--- config.mk ---
export PLATFORM = sky130hd
export DESIGN_NAME = mem_arbiter
export DESIGN_NICKNAME = d
export VERILOG_FILES = /design/src/rtl/mem_arb_pkg.sv /design/src/rtl/rr_arb2.sv /design/src/rtl/mem_arbiter.sv
export SDC_FILE = /design/constraint.sdc
export NUM_CORES = 1
export LEC_CHECK = 0
export ABC_AREA = 1
export BUFFER_PORTS_ARGS = -buffer_cell sky130_fd_sc_hd__buf_2
export CORE_MARGIN = 5
export CORE_UTILIZATION = 32
export CTS_BUF_LIST = sky130_fd_sc_hd__clkbuf_4 sky130_fd_sc_hd__clkbuf_8
export CTS_CLUSTER_SIZE = 14
export DETAILED_ROUTE_END_ITERATION = 7
export HOLD_SLACK_MARGIN = 0.15
export PLACE_DENSITY = 0.64
export SLEW_MARGIN = 20
export SYNTH_ARGS = -nofsm -noshare
export SYNTH_HDL_FRONTEND = slang
export SYNTH_SLANG_ARGS = --single-unit
--- constraint.sdc ---
create_clock -name clk -period 2.1 [get_ports clk]
set_clock_uncertainty 0.1 [all_clocks]
set_input_delay 0.105 -clock clk [delete_from_list [all_inputs] [get_ports clk]]
set_output_delay 0.105 -clock clk [all_outputs]
set_load 0.005 [all_outputs]
--- src/rtl/mem_arb_pkg.sv ---
// Shared types and line geometry for the I/D memory-port arbiter.
// The line size is fixed here so every file derives the same beat and offset widths.
package mem_arb_pkg;

  localparam int LINE_WORDS = 4;
  localparam int BEAT_W     = $clog2(LINE_WORDS);
  localparam int OFFSET_W   = BEAT_W + 2;

  typedef enum logic [1:0] {IDLE, BURST, DONE} state_e;
  typedef enum logic {GNT_I, GNT_D} grant_e;

endpackage

--- src/rtl/rr_arb2.sv ---
// Two-way round-robin picker for the I/D requesters. It is purely combinational.
// Under contention it favours the side that did not win last; the caller holds last_gnt.
module rr_arb2
  import mem_arb_pkg::*;
(
  input  logic   req_i,
  input  logic   req_d,
  input  grant_e last_gnt,
  output grant_e gnt,
  output logic   any
);

  always_comb begin
    gnt = GNT_I;
    if (req_i && req_d) begin
      gnt = (last_gnt == GNT_D) ? GNT_I : GNT_D;
    end else if (req_d) begin
      gnt = GNT_D;
    end
  end

  assign any = req_i | req_d;

endmodule

--- src/rtl/mem_arbiter.sv ---
// Shares one memory port between ICACHE refill and DCACHE refill/writeback, granting a whole line burst at a time.
// A line takes LINE_WORDS+2 cycles with mem_ready high; mem_ready low stalls the current beat with all outputs held.
module mem_arbiter
  import mem_arb_pkg::*;
#(
  parameter int ADDR_W = 32,
  parameter int DATA_W = 32
) (
  input  logic              clk,
  input  logic              rst,
  input  logic              i_req,
  input  logic [ADDR_W-1:0] i_addr,
  output logic              i_rvalid,
  output logic [DATA_W-1:0] i_rdata,
  output logic              i_done,
  input  logic              d_req,
  input  logic              d_we,
  input  logic [ADDR_W-1:0] d_addr,
  output logic [BEAT_W-1:0] d_wbeat,
  input  logic [DATA_W-1:0] d_wdata,
  output logic              d_rvalid,
  output logic [DATA_W-1:0] d_rdata,
  output logic              d_done,
  output logic              mem_valid,
  output logic              mem_we,
  output logic [ADDR_W-1:0] mem_addr,
  output logic [DATA_W-1:0] mem_wdata,
  input  logic              mem_ready,
  input  logic [DATA_W-1:0] mem_rdata
);

  localparam logic [ADDR_W-1:0] LINE_MASK = ~ADDR_W'((1 << OFFSET_W) - 1);

  state_e            state;
  grant_e            gnt_q;
  grant_e            last_gnt;
  grant_e            pick;
  logic              any_req;
  logic              we_q;
  logic [ADDR_W-1:0] base_q;
  logic [BEAT_W-1:0] beat;
  logic              in_burst;
  logic              last_beat;

  rr_arb2 u_rr (
    .req_i    (i_req),
    .req_d    (d_req),
    .last_gnt (last_gnt),
    .gnt      (pick),
    .any      (any_req)
  );

  // Memory-side outputs decode registered state only, so they hold steady through stalls.
  assign in_burst  = (state == BURST);
  assign last_beat = (beat == BEAT_W'(LINE_WORDS - 1));
  assign mem_valid = in_burst;
  assign mem_we    = in_burst && we_q;
  assign mem_addr  = in_burst ? (base_q + ADDR_W'({beat, 2'b00})) : '0;
  assign mem_wdata = mem_we ? d_wdata : '0;
  assign d_wbeat   = mem_we ? beat : '0;

  always_ff @(posedge clk) begin
    if (rst) begin
      state    <= IDLE;
      gnt_q    <= GNT_I;
      last_gnt <= GNT_D;
      we_q     <= 1'b0;
      base_q   <= '0;
      beat     <= '0;
      i_rvalid <= 1'b0;
      d_rvalid <= 1'b0;
      i_rdata  <= '0;
      d_rdata  <= '0;
      i_done   <= 1'b0;
      d_done   <= 1'b0;
    end else begin
      i_rvalid <= 1'b0;
      d_rvalid <= 1'b0;
      i_done   <= 1'b0;
      d_done   <= 1'b0;
      case (state)
        IDLE: begin
          if (any_req) begin
            gnt_q    <= pick;
            last_gnt <= pick;
            we_q     <= (pick == GNT_D) && d_we;
            base_q   <= ((pick == GNT_I) ? i_addr : d_addr) & LINE_MASK;
            beat     <= '0;
            state    <= BURST;
          end
        end
        BURST: begin
          if (mem_ready) begin
            beat <= beat + BEAT_W'(1);
            if (!we_q) begin
              if (gnt_q == GNT_I) begin
                i_rdata  <= mem_rdata;
                i_rvalid <= 1'b1;
              end else begin
                d_rdata  <= mem_rdata;
                d_rvalid <= 1'b1;
              end
            end
            if (last_beat) begin
              state  <= DONE;
              i_done <= (gnt_q == GNT_I);
              d_done <= (gnt_q == GNT_D);
            end
          end
        end
        DONE:    state <= IDLE;
        default: state <= IDLE;
      endcase
    end
  end

endmodule

==> impl_metrics.yaml, run 1 <==
power:
  leakage_nw: 4.471
  pwr_density_cell_nw_per_um2: 597.9
  ir_drop_mv: 0.2705
timing:
  slew_viol_final: 0
  fmax_mhz: 509.9
  min_period_ns: 1.961
  rsz0062_at_grt: "no"
  finalHoldViolations: 0
  fin_crit_sh: 0.9339
  setup_viol_count_final: 0
  fin_tns_setup_ns: 0
  hold_ws_ns: 0.1739
die:
  core_sq_um: 15770
  num_io_pins: 270
  design.die.area_sq_um: 18600
  rows: 46
  dieHeight_microns: 136.4
  start_util: 0.3241
  dieWidth_microns: 136.4
setup_path:
  path_max_fanout: 28
  cpPeakStageDelay_ns: 0.56
  worstRegToRegCells: 8
  r2r_setup_slack_ns: 0.14
  crit_family: "buffers and inverters"
  setup.worst_path.start_class: "flop"
  arrival_ns: 2.14
  crit_path_end_kind: "flop"
  r2r-end: "base_q[28]$_SDFFE_PP0P_"
  worstPathCellList: "inv_2 -> nand2_1 -> nor2_4 -> buf_4 -> nand2_1 -> nor2_1 -> dlygate4sd3_1 -> nor2_1"
  timing.rr.start: "state[0]$_SDFFE_PP0P_"
  cp_slowest_cell: "dlygate4sd3_1"
  crit_type: "reg -> reg"
  path_buf_inv: 3
  crit_required_ns: 2.28
cts:
  cts_tree: "built"
  clk_pin_slew_ns: 0.10
  numCtsBuffers: 9
  h-tree-depth: 3
  clk_latency_ns: 0.37
  root_buffer: "clkbuf_8"
  cts_buffer_depth: 2
  post_cts_buffers: 0
  clkSinkCount: 103
logic_synthesis:
  synthFlopType: "dfxtp_1"
  synth_top_area_share: 0.4034
  synth_cell_type_count: 20
  synth.avg_cell_area_sq_um: 6.136
  ys_ff_latch: 103
  yosysMostFrequentCell: "nor2_1"
  ys_seq_area_frac: 0.4034
  synth_top_cell_by_area: "dfxtp_1"
  synth_enable_flop_cells: 0
  ys_warn_count: 0
  synthesis.area_sq_um: 5111
  synth_area_leaders: "dfxtp_1 (40%), nor2_1 (21%), nand2_1 (18%)"
  synthCells: 833
  synth_common_cells: "nor2_1 (280), nand2_1 (245), inv_1 (129)"
  async_flop_share: 0
placement:
  gp_congestion: 0.8015
  io_buffers: 259
  dp_hpwl_mm: 10.46
worst_hold_path:
  hold_start: "d_req"
  whs_endpoint: "gnt_q$_SDFFE_PP0P_"
  hold_class: "in -> reg"
  min_path_cells: 6
route:
  drt_wl_total_mm: 14.82
  ant_nets: 0
  via_per_inst: 4.003
  first_pass_iters: 6
  drt_iter0_drc: 197
  vias: 5552
  drc: 0
  wl_per_cell_microns: 10.69
global_route:
  grt_max_degree: 60
  met3_usage: 0.03664
  grt_overflow_total: 0
  use_met2: 0.2532
  top_usage_layer: "met2"
  met1_usage: 0.1964
  grt_usage: 0.1529
  grt_pass1_vias: 5000
  antenna_found_initial: 0
  grt_pass1_wl_mm: 23.35
run_status:
  status: "completed"
cells_and_area:
  diodes: 0
  syn_to_final_growth_pct: 49.28
  drive_above_1_share: 0.2613
  finalNetCount: 1301
run:
  max_cap_viol_count: 0
## worst max-delay path by stage
stage | start | to | slack (ns) | cells after the start
global route | state[0]$_SDFFE_PP0P_ | base_q[29]$_SDFFE_PP0P_ | 0.02 | 8
detailed placement | state[0]$_SDFFE_PP0P_ | d_rdata[15]$_SDFFE_PP0P_ | 0.49 | 6
floorplan | state[0]$_SDFFE_PP0P_ | d_rdata[16]$_SDFFE_PP0P_ | 0.80 | 6
CTS | state[0]$_SDFFE_PP0P_ | mem_wdata[13] | 0.12 | 7
global placement | we_q$_SDFFE_PP0P_ | d_rdata[14]$_SDFFE_PP0P_ | 0.52 | 7
finish | state[0]$_SDFFE_PP0P_ | base_q[28]$_SDFFE_PP0P_ | 0.14 | 8
## state kept, by name, summed over array words and instances, names as in the netlist
name and cells:
base_q 28, beat 2, d_done 1, d_rdata 32, d_rvalid 1, gnt_q 1, i_done 1, i_rdata 32
i_rvalid 1, last_gnt 1, state 2, we_q 1
## placed cells by master (no fill, tap or decap), drive strengths merged
cell,Yosys,layout
clkinv,0,2
nor2,285,285
clkinvlp,0,1
bufinv,0,2
nor3,2,2
a21oi,5,5
ha,1,1
nand4,3,3
conb,1,2
dfxtp,103,103
clkbuf,11,9
dlygate4sd3,0,93
buf,31,270
nand2,253,253
nand3,5,5
inv,133,135
## kinds of logic after synthesis
logic type / after synthesis / synth area share
AOI/OAI and AO/OA: 5 / 0.004895
DFF: 103 / 0.4034
and+or+nand+nor: 548 / 0.4228
adders and majority gates: 1 / 0.002448
buffers and inverters: 175 / 0.1657
other: 1 / 0.0007337
## layer usage
| layer | vias up | share of wire | wire (microns) |
|---|---|---|---|
| met4 | 0 | 0.013 | 193 |
| met5 | - | 0 | 0 |
| met3 | 13 | 0.072 | 1067 |
| met2 | 165 | 0.46 | 6827 |
| li1 | 3021 | - | - |
| met1 | 2353 | 0.45 | 6734 |
## worst register-to-register path, stage by stage (launching register included)
cell,delay [ns]
dfxtp_1,0.39
inv_2,0.11
nand2_1,0.09
nor2_4,0.07
buf_4,0.29
nand2_1,0.12
nor2_1,0.11
dlygate4sd3_1,0.56
nor2_1,0.04
## area by class of cell
| class | count | area [sq um] |
|---|---|---|
| clock buffers | 9 | 123.9 |
| clock inverters | 7 | 103.9 |
| fillers | 1638 | 8140 |
| inverters | 133 | 501.7 |
| multi-input cells | 556 | 2208 |
| flip-flops and latches | 103 | 2062 |
| well taps | 216 | 270.3 |
| repair buffers | 363 | 2360 |
## report_power, final
group,internal (mW),switching [mW]
registers,2.08,0.0495
clock network,0.689,0.750
logic,0.491,0.506
total,3.26,1.31
## metrics by stage
| stage | utilization | total power [mW] | area, sq um | setup slack, ns | instances |
|---|---|---|---|---|---|
| 2_1_floorplan | - | 2.699 | 5115 | 0.7951 | 834 |
| 3_3_place_gp | 0.4102 | 2.987 | 6469 | 0.5202 | 1278 |
| 3_5_place_dp | 0.4102 | 2.996 | 6469 | 0.4931 | 1278 |
| 4_1_cts | 0.4837 | 4.617 | 7627 | 0.1184 | 1387 |
| 5_1_grt | 0.4838 | 4.834 | 7630 | 0.01583 | 1387 |
| 6_report | 0.4838 | 4.562 | 7630 | 0.1389 | 1387 |
## timing repair
item                                    4_1_cts  5_1_grt
resized for setup                             0        2
endpoints found under the setup margin        0        1
hold endpoints to repair                    102        0
hold buffers                                 93        0
Note: power is estimated with default switching activity, not from simulation.
==> run 2, diff against run 1 <==
- SETUP_SLACK_MARGIN: not set -> 0.4
==> run 2 against run 1 <==
  * Cell area up 0.82%
  * Utilization up 0.40 points
  * First-iteration DRC count up 12%
  * Combinational power down 2.3%
  * Critical path depth down 1
  * Power down 0.39%
  * Clock-buffer cell count unchanged
  * Register-to-register slack better by 0.39 ns
  * Critical path type is now reg -> out
  * Largest cell class unchanged
==> impl_metrics.yaml, run 2 (same netlist as run 1, synthesis figures left out) <==
route:
  wl_per_cell_microns: 10.99
  ant_nets: 0
  drt_iter0_drc: 220
  via_per_inst: 3.998
  vias: 5565
  first_pass_iters: 6
  drt_wl_total_mm: 15.29
  drc: 0
setup_path:
  cp_slowest_cell: "dfxtp_4"
  worstPathCellList: "inv_2 -> nor2_4 -> inv_2 -> nor2_4 -> inv_8 -> nor2_1 -> buf_2"
  path_buf_inv: 4
  crit_required_ns: 1.89
  path_max_fanout: 34
  setup.worst_path.start_class: "flop"
  arrival_ns: 1.47
  crit_family: "simple AND/OR/NAND/NOR gates"
  crit_type: "reg -> out"
  crit_path_end_kind: "primary output"
  cpPeakStageDelay_ns: 0.36
timing:
  fmax_mhz: 596.8
  slew_viol_final: 0
  fin_crit_sh: 0.7980
  hold_ws_ns: 0.3727
  fin_tns_setup_ns: 0
  rsz0062_at_grt: "yes"
  finalHoldViolations: 0
  setup_viol_count_final: 0
  min_period_ns: 1.676
cells_and_area:
  final_cells: 1392
  post-route-util: 0.4878
  layout_common_cells: "nor2_1 (277), buf_2 (259), nand2_1 (244)"
  reg.largest.list: "d_rdata: 32 flops, i_rdata: 32 flops, base_q: 28 flops"
  drive_above_1_share: 0.2687
  diodes: 0
  layout_commonest_cell: "nor2_1"
  finalNetCount: 1306
  syn_to_final_growth_pct: 50.50
  nFillCells: 1612
die:
  dieHeight_microns: 136.4
  start_util: 0.3241
  dieWidth_microns: 136.4
  core_sq_um: 15770
  rows: 46
  design.die.area_sq_um: 18600
  num_io_pins: 270
run_status:
  status: "completed"
cts:
  numCtsBuffers: 9
  root_buffer: "clkbuf_8"
  cts_buffer_depth: 2
  clk_latency_ns: 0.37
  cts_tree: "built"
  h-tree-depth: 3
  clk_pin_slew_ns: 0.10
  clkSinkCount: 103
global_route:
  grt_pass1_vias: 5056
  grt_usage: 0.1572
  grt_pass1_wl_mm: 23.98
  grt_overflow_total: 0
  antenna_found_initial: 0
  grt_max_degree: 60
run:
  max_cap_viol_count: 0
power:
  finalPower_mw: 4.544
  leakage_nw: 4.468
  ir_drop_mv: 0.2696
  pwr_density_cell_nw_per_um2: 590.8
placement:
  dp.cells: 1278
  gp_congestion: 0.8015
  io_buffers: 259
  dp_hpwl_mm: 10.46
worst_hold_path:
  hold_class: "reg -> reg"
-- run 2: changes by cell type in the layout (fill, tap and decap cells not counted), sizes merged --
cell | previous run | this run
buf | 270 | 275
-- run 2: final timing paths --
kind	start	endpoint	slack [ns]	cells past startpoint
setup / recovery	state[0]$_SDFFE_PP0P_	mem_wdata[16]	0.42	7
hold / removal	we_q$_SDFFE_PP0P_	we_q$_SDFFE_PP0P_	0.37	2
setup reg to reg	we_q$_SDFFE_PP0P_	i_rdata[23]$_SDFFE_PP0P_	0.53	7
hold reg to reg	we_q$_SDFFE_PP0P_	we_q$_SDFFE_PP0P_	0.37	2
-- run 2: layout make-up --
| type | instances | area, sq um | share of cell area |
|---|---|---|---|
| multi-input combinational | 556 | 2216 | 0.2881 |
| timing repair buffer | 368 | 2405 | 0.3126 |
| clock inverter | 7 | 103.9 | 0.01350 |
| inverter | 133 | 506.7 | 0.06588 |
| sequential | 103 | 2067 | 0.2687 |
| clock buffer | 9 | 123.9 | 0.01610 |
| tap | 216 | 270.3 | 0.03513 |
-- run 2: per-stage QoR --
step,setup WS (ns),instance area [sq um]
finish,0.4243,7692
global route,0.3158,7692
CTS,0.3946,7654
detailed placement,0.4931,6469
global placement,0.5202,6469
floorplan,0.7951,5115
-- run 2: worst register-to-register path, stage by stage, from the launching register on --
cell,delay (ns)
dfxtp_1,0.32
inv_1,0.15
nand2_1,0.18
nor2_8,0.33
buf_4,0.26
nand2_1,0.07
nand2_1,0.06
nor2_1,0.04
-- run 2: repair_timing --
action                                 4_1_cts  5_1_grt
hold buffers                                93        0
setup endpoints to repair                   64       71
pin swaps                                    1        2
resized for setup                            8        3
buffers inserted                             1        4
cloned                                       0        0
endpoints found under the hold margin      102        0
-- run 2: report_power, final --
group / internal (mW) / switching, mW
Combinational: 0.463 / 0.511
Sequential: 2.08 / 0.0472
Clock: 0.689 / 0.757
Total: 3.23 / 1.32
-- run 2: layer usage --
layer,up-vias,wire length [microns],track usage
met1,2324,7003,0.2056
li1,3031,-,-
met3,18,1034,0.03405
met4,0,235,0.05599
met5,-,0,0
met2,192,7018,0.2556
==> run 3, diff against run 2 <==
- clock period: 2.1 -> 1.8 ns (I/O delays scaled with it)
==> run 3 against run 2 <==
  * Global-route usage rose by 1.8 points
  * First-iteration DRC count fell by 10%
  * Via count is 6.3% higher
  * Worst hold slack got worse by 0.013 ns
  * Cell area increased by 11%
  * Sequential share of layout area shrank 2.6 points
  * Power up 20%
  * Largest cell class unchanged
  * Register-to-register slack lost 0.36 ns
  * Clock power rose by 4%
  * Largest power group unchanged
  * Routed wire length rose by 15%
  * Flip-flop and latch count unchanged
  * Highest routed layer unchanged
  * Final cell count increased by 2.4%
==> impl_metrics.yaml, run 3 (same netlist as run 1, synthesis figures left out) <==
route:
  via_per_inst: 4.149
  first_pass_iters: 4
  vias: 5917
  drt_wl_total_mm: 17.52
  ant_nets: 0
  wl_per_cell_microns: 12.29
  drc: 0
  drt_iter0_drc: 197
setup_path:
  r2r_setup_slack_ns: 0.17
  path_max_fanout: 8
  crit_required_ns: 1.61
  cpPeakStageDelay_ns: 0.36
  arrival_ns: 1.45
  worstRegToRegCells: 11
  cp_slowest_cell: "dfxtp_4"
  path_buf_inv: 5
  crit_type: "reg -> out"
  worstPathCellList: "inv_2 -> nor2_4 -> inv_2 -> nor2_4 -> buf_12 -> inv_4 -> nor2_2 -> buf_2"
  timing.rr.start: "state[0]$_SDFFE_PP0P_"
  crit_family: "buffers and inverters"
  crit_path_end_kind: "primary output"
  r2r-end: "i_rdata[16]$_SDFFE_PP0P_"
  setup.worst_path.start_class: "flop"
global_route:
  grt_usage: 0.1750
  grt_overflow_total: 0
  grt_pass1_wl_mm: 26.27
  antenna_found_initial: 0
  grt_pass1_vias: 5460
  grt_max_degree: 58
cts:
  h-tree-depth: 3
  numCtsBuffers: 9
  root_buffer: "clkbuf_8"
  clk_pin_slew_ns: 0.09
  clk_latency_ns: 0.37
  clkSinkCount: 103
  cts_tree: "built"
  cts_buffer_depth: 2
cells_and_area:
  reg.largest.list: "d_rdata: 32 flops, i_rdata: 32 flops, base_q: 28 flops"
  syn_to_final_growth_pct: 66.95
  drive_above_1_share: 0.3537
  finalNetCount: 1340
  final_area_sq_um: 8533
  layout_common_cells: "buf_2 (259), nor2_1 (247), nand2_1 (201)"
  layout_commonest_cell: "buf_2"
  diodes: 0
  nFillCells: 1508
  final_cells: 1426
power:
  switching_share: 0.2980
  pwr-share-clk: 0.277
  switchingPower_mw: 1.623
  finalPower_mw: 5.445
  ir_drop_mv: 0.4113
  seqPwrFrac: 0.456
  pwr-share-comb: 0.267
  power.internal_mw: 3.823
  leakage_nw: 4.798
  pwr_density_cell_nw_per_um2: 638.1
timing:
  fmax_mhz: 610.0
  rsz0062_at_grt: "yes"
  setup_viol_count_final: 0
  slew_viol_final: 0
  hold_ws_ns: 0.3602
  finalHoldViolations: 0
  fin_crit_sh: 0.9108
  fin_tns_setup_ns: 0
  min_period_ns: 1.639
die:
  core_sq_um: 15770
  dieHeight_microns: 136.4
  rows: 46
  dieWidth_microns: 136.4
  design.die.area_sq_um: 18600
  num_io_pins: 270
  start_util: 0.3241
placement:
  gp_congestion: 0.8025
  dp.cells: 1281
  io_buffers: 259
  place_area_sq_um: 6529
  dp_hpwl_mm: 10.57
run:
  max_cap_viol_count: 0
worst_hold_path:
  hold_class: "in -> out"
  whs_endpoint: "mem_wdata[17]"
  hold_start: "d_wdata[17]"
  min_path_cells: 4
run_status:
  status: "completed"
run 3: routing by layer:
layer  up-vias  GRT usage  share of wire
li1       3110          -              -
met5         -          0              0
met3        20    0.04071          0.062
met2       193     0.3049           0.49
met4         0    0.05991          0.017
met1      2594     0.2114           0.43
run 3: power groups by stage:
stage | clock network, mW | logic, mW | registers, mW
final | 1.51 | 1.45 | 2.48
after global routing | 1.67 | 1.61 | 2.50
after CTS | 1.58 | 1.30 | 2.48
after detailed placement | 0 | 0.989 | 2.53
after global placement | 0 | 0.979 | 2.53
after floorplan | 0 | 0.615 | 2.53
run 3: metrics by stage:
stage / util / setup slack (ns)
floorplan: - / 0.4951
global placement: 0.4140 / 0.2937
detailed placement: 0.4140 / 0.2772
CTS: 0.5175 / 0.1227
global route: 0.5411 / 0.04960
finish: 0.5411 / 0.1605
run 3: layout make-up:
type / count / area, sq um / area share
Clock buffer: 10 / 131.4 / 0.01540
Clock inverter: 6 / 68.82 / 0.008065
Inverter: 133 / 506.7 / 0.05938
Multi-Input combinational cell: 556 / 2490 / 0.2918
Sequential cell: 103 / 2067 / 0.2422
Tap cell: 216 / 270.3 / 0.03167
Timing Repair Buffer: 400 / 2977 / 0.3488
Timing Repair inverter: 2 / 22.52 / 0.002639
run 3: worst register-to-register path: stages, from the launching register on:
cell	delay (ns)
dfxtp_4	0.36
buf_4	0.10
buf_6	0.10
nand3_4	0.12
buf_12	0.16
nor2_8	0.11
buf_12	0.14
buf_8	0.11
buf_12	0.11
nand2_1	0.05
nand2_1	0.05
nor2_1	0.04
run 3: repair_timing:
action                     4_1_cts  5_1_grt
hold buffers                    93        0
setup endpoints to repair      152      163
hold endpoints to repair       103        0
resized for setup               40       91
gates cloned                    10        3
pin swaps                        4       33
buffers inserted                18        5
run 3: how the worst max path moves through the flow:
| stage | start | endpoint | cells after the start |
|---|---|---|---|
| finish | state[0]$_SDFFE_PP0P_ | mem_wdata[12] | 8 |
| global route | state[0]$_SDFFE_PP0P_ | mem_wdata[12] | 8 |
| floorplan | state[0]$_SDFFE_PP0P_ | d_rdata[16]$_SDFFE_PP0P_ | 6 |
| detailed placement | state[0]$_SDFFE_PP0P_ | d_rdata[14]$_SDFFE_PP0P_ | 6 |
| global placement | state[0]$_SDFFE_PP0P_ | d_rdata[14]$_SDFFE_PP0P_ | 6 |
| CTS | state[0]$_SDFFE_PP0P_ | mem_wdata[9] | 8 |
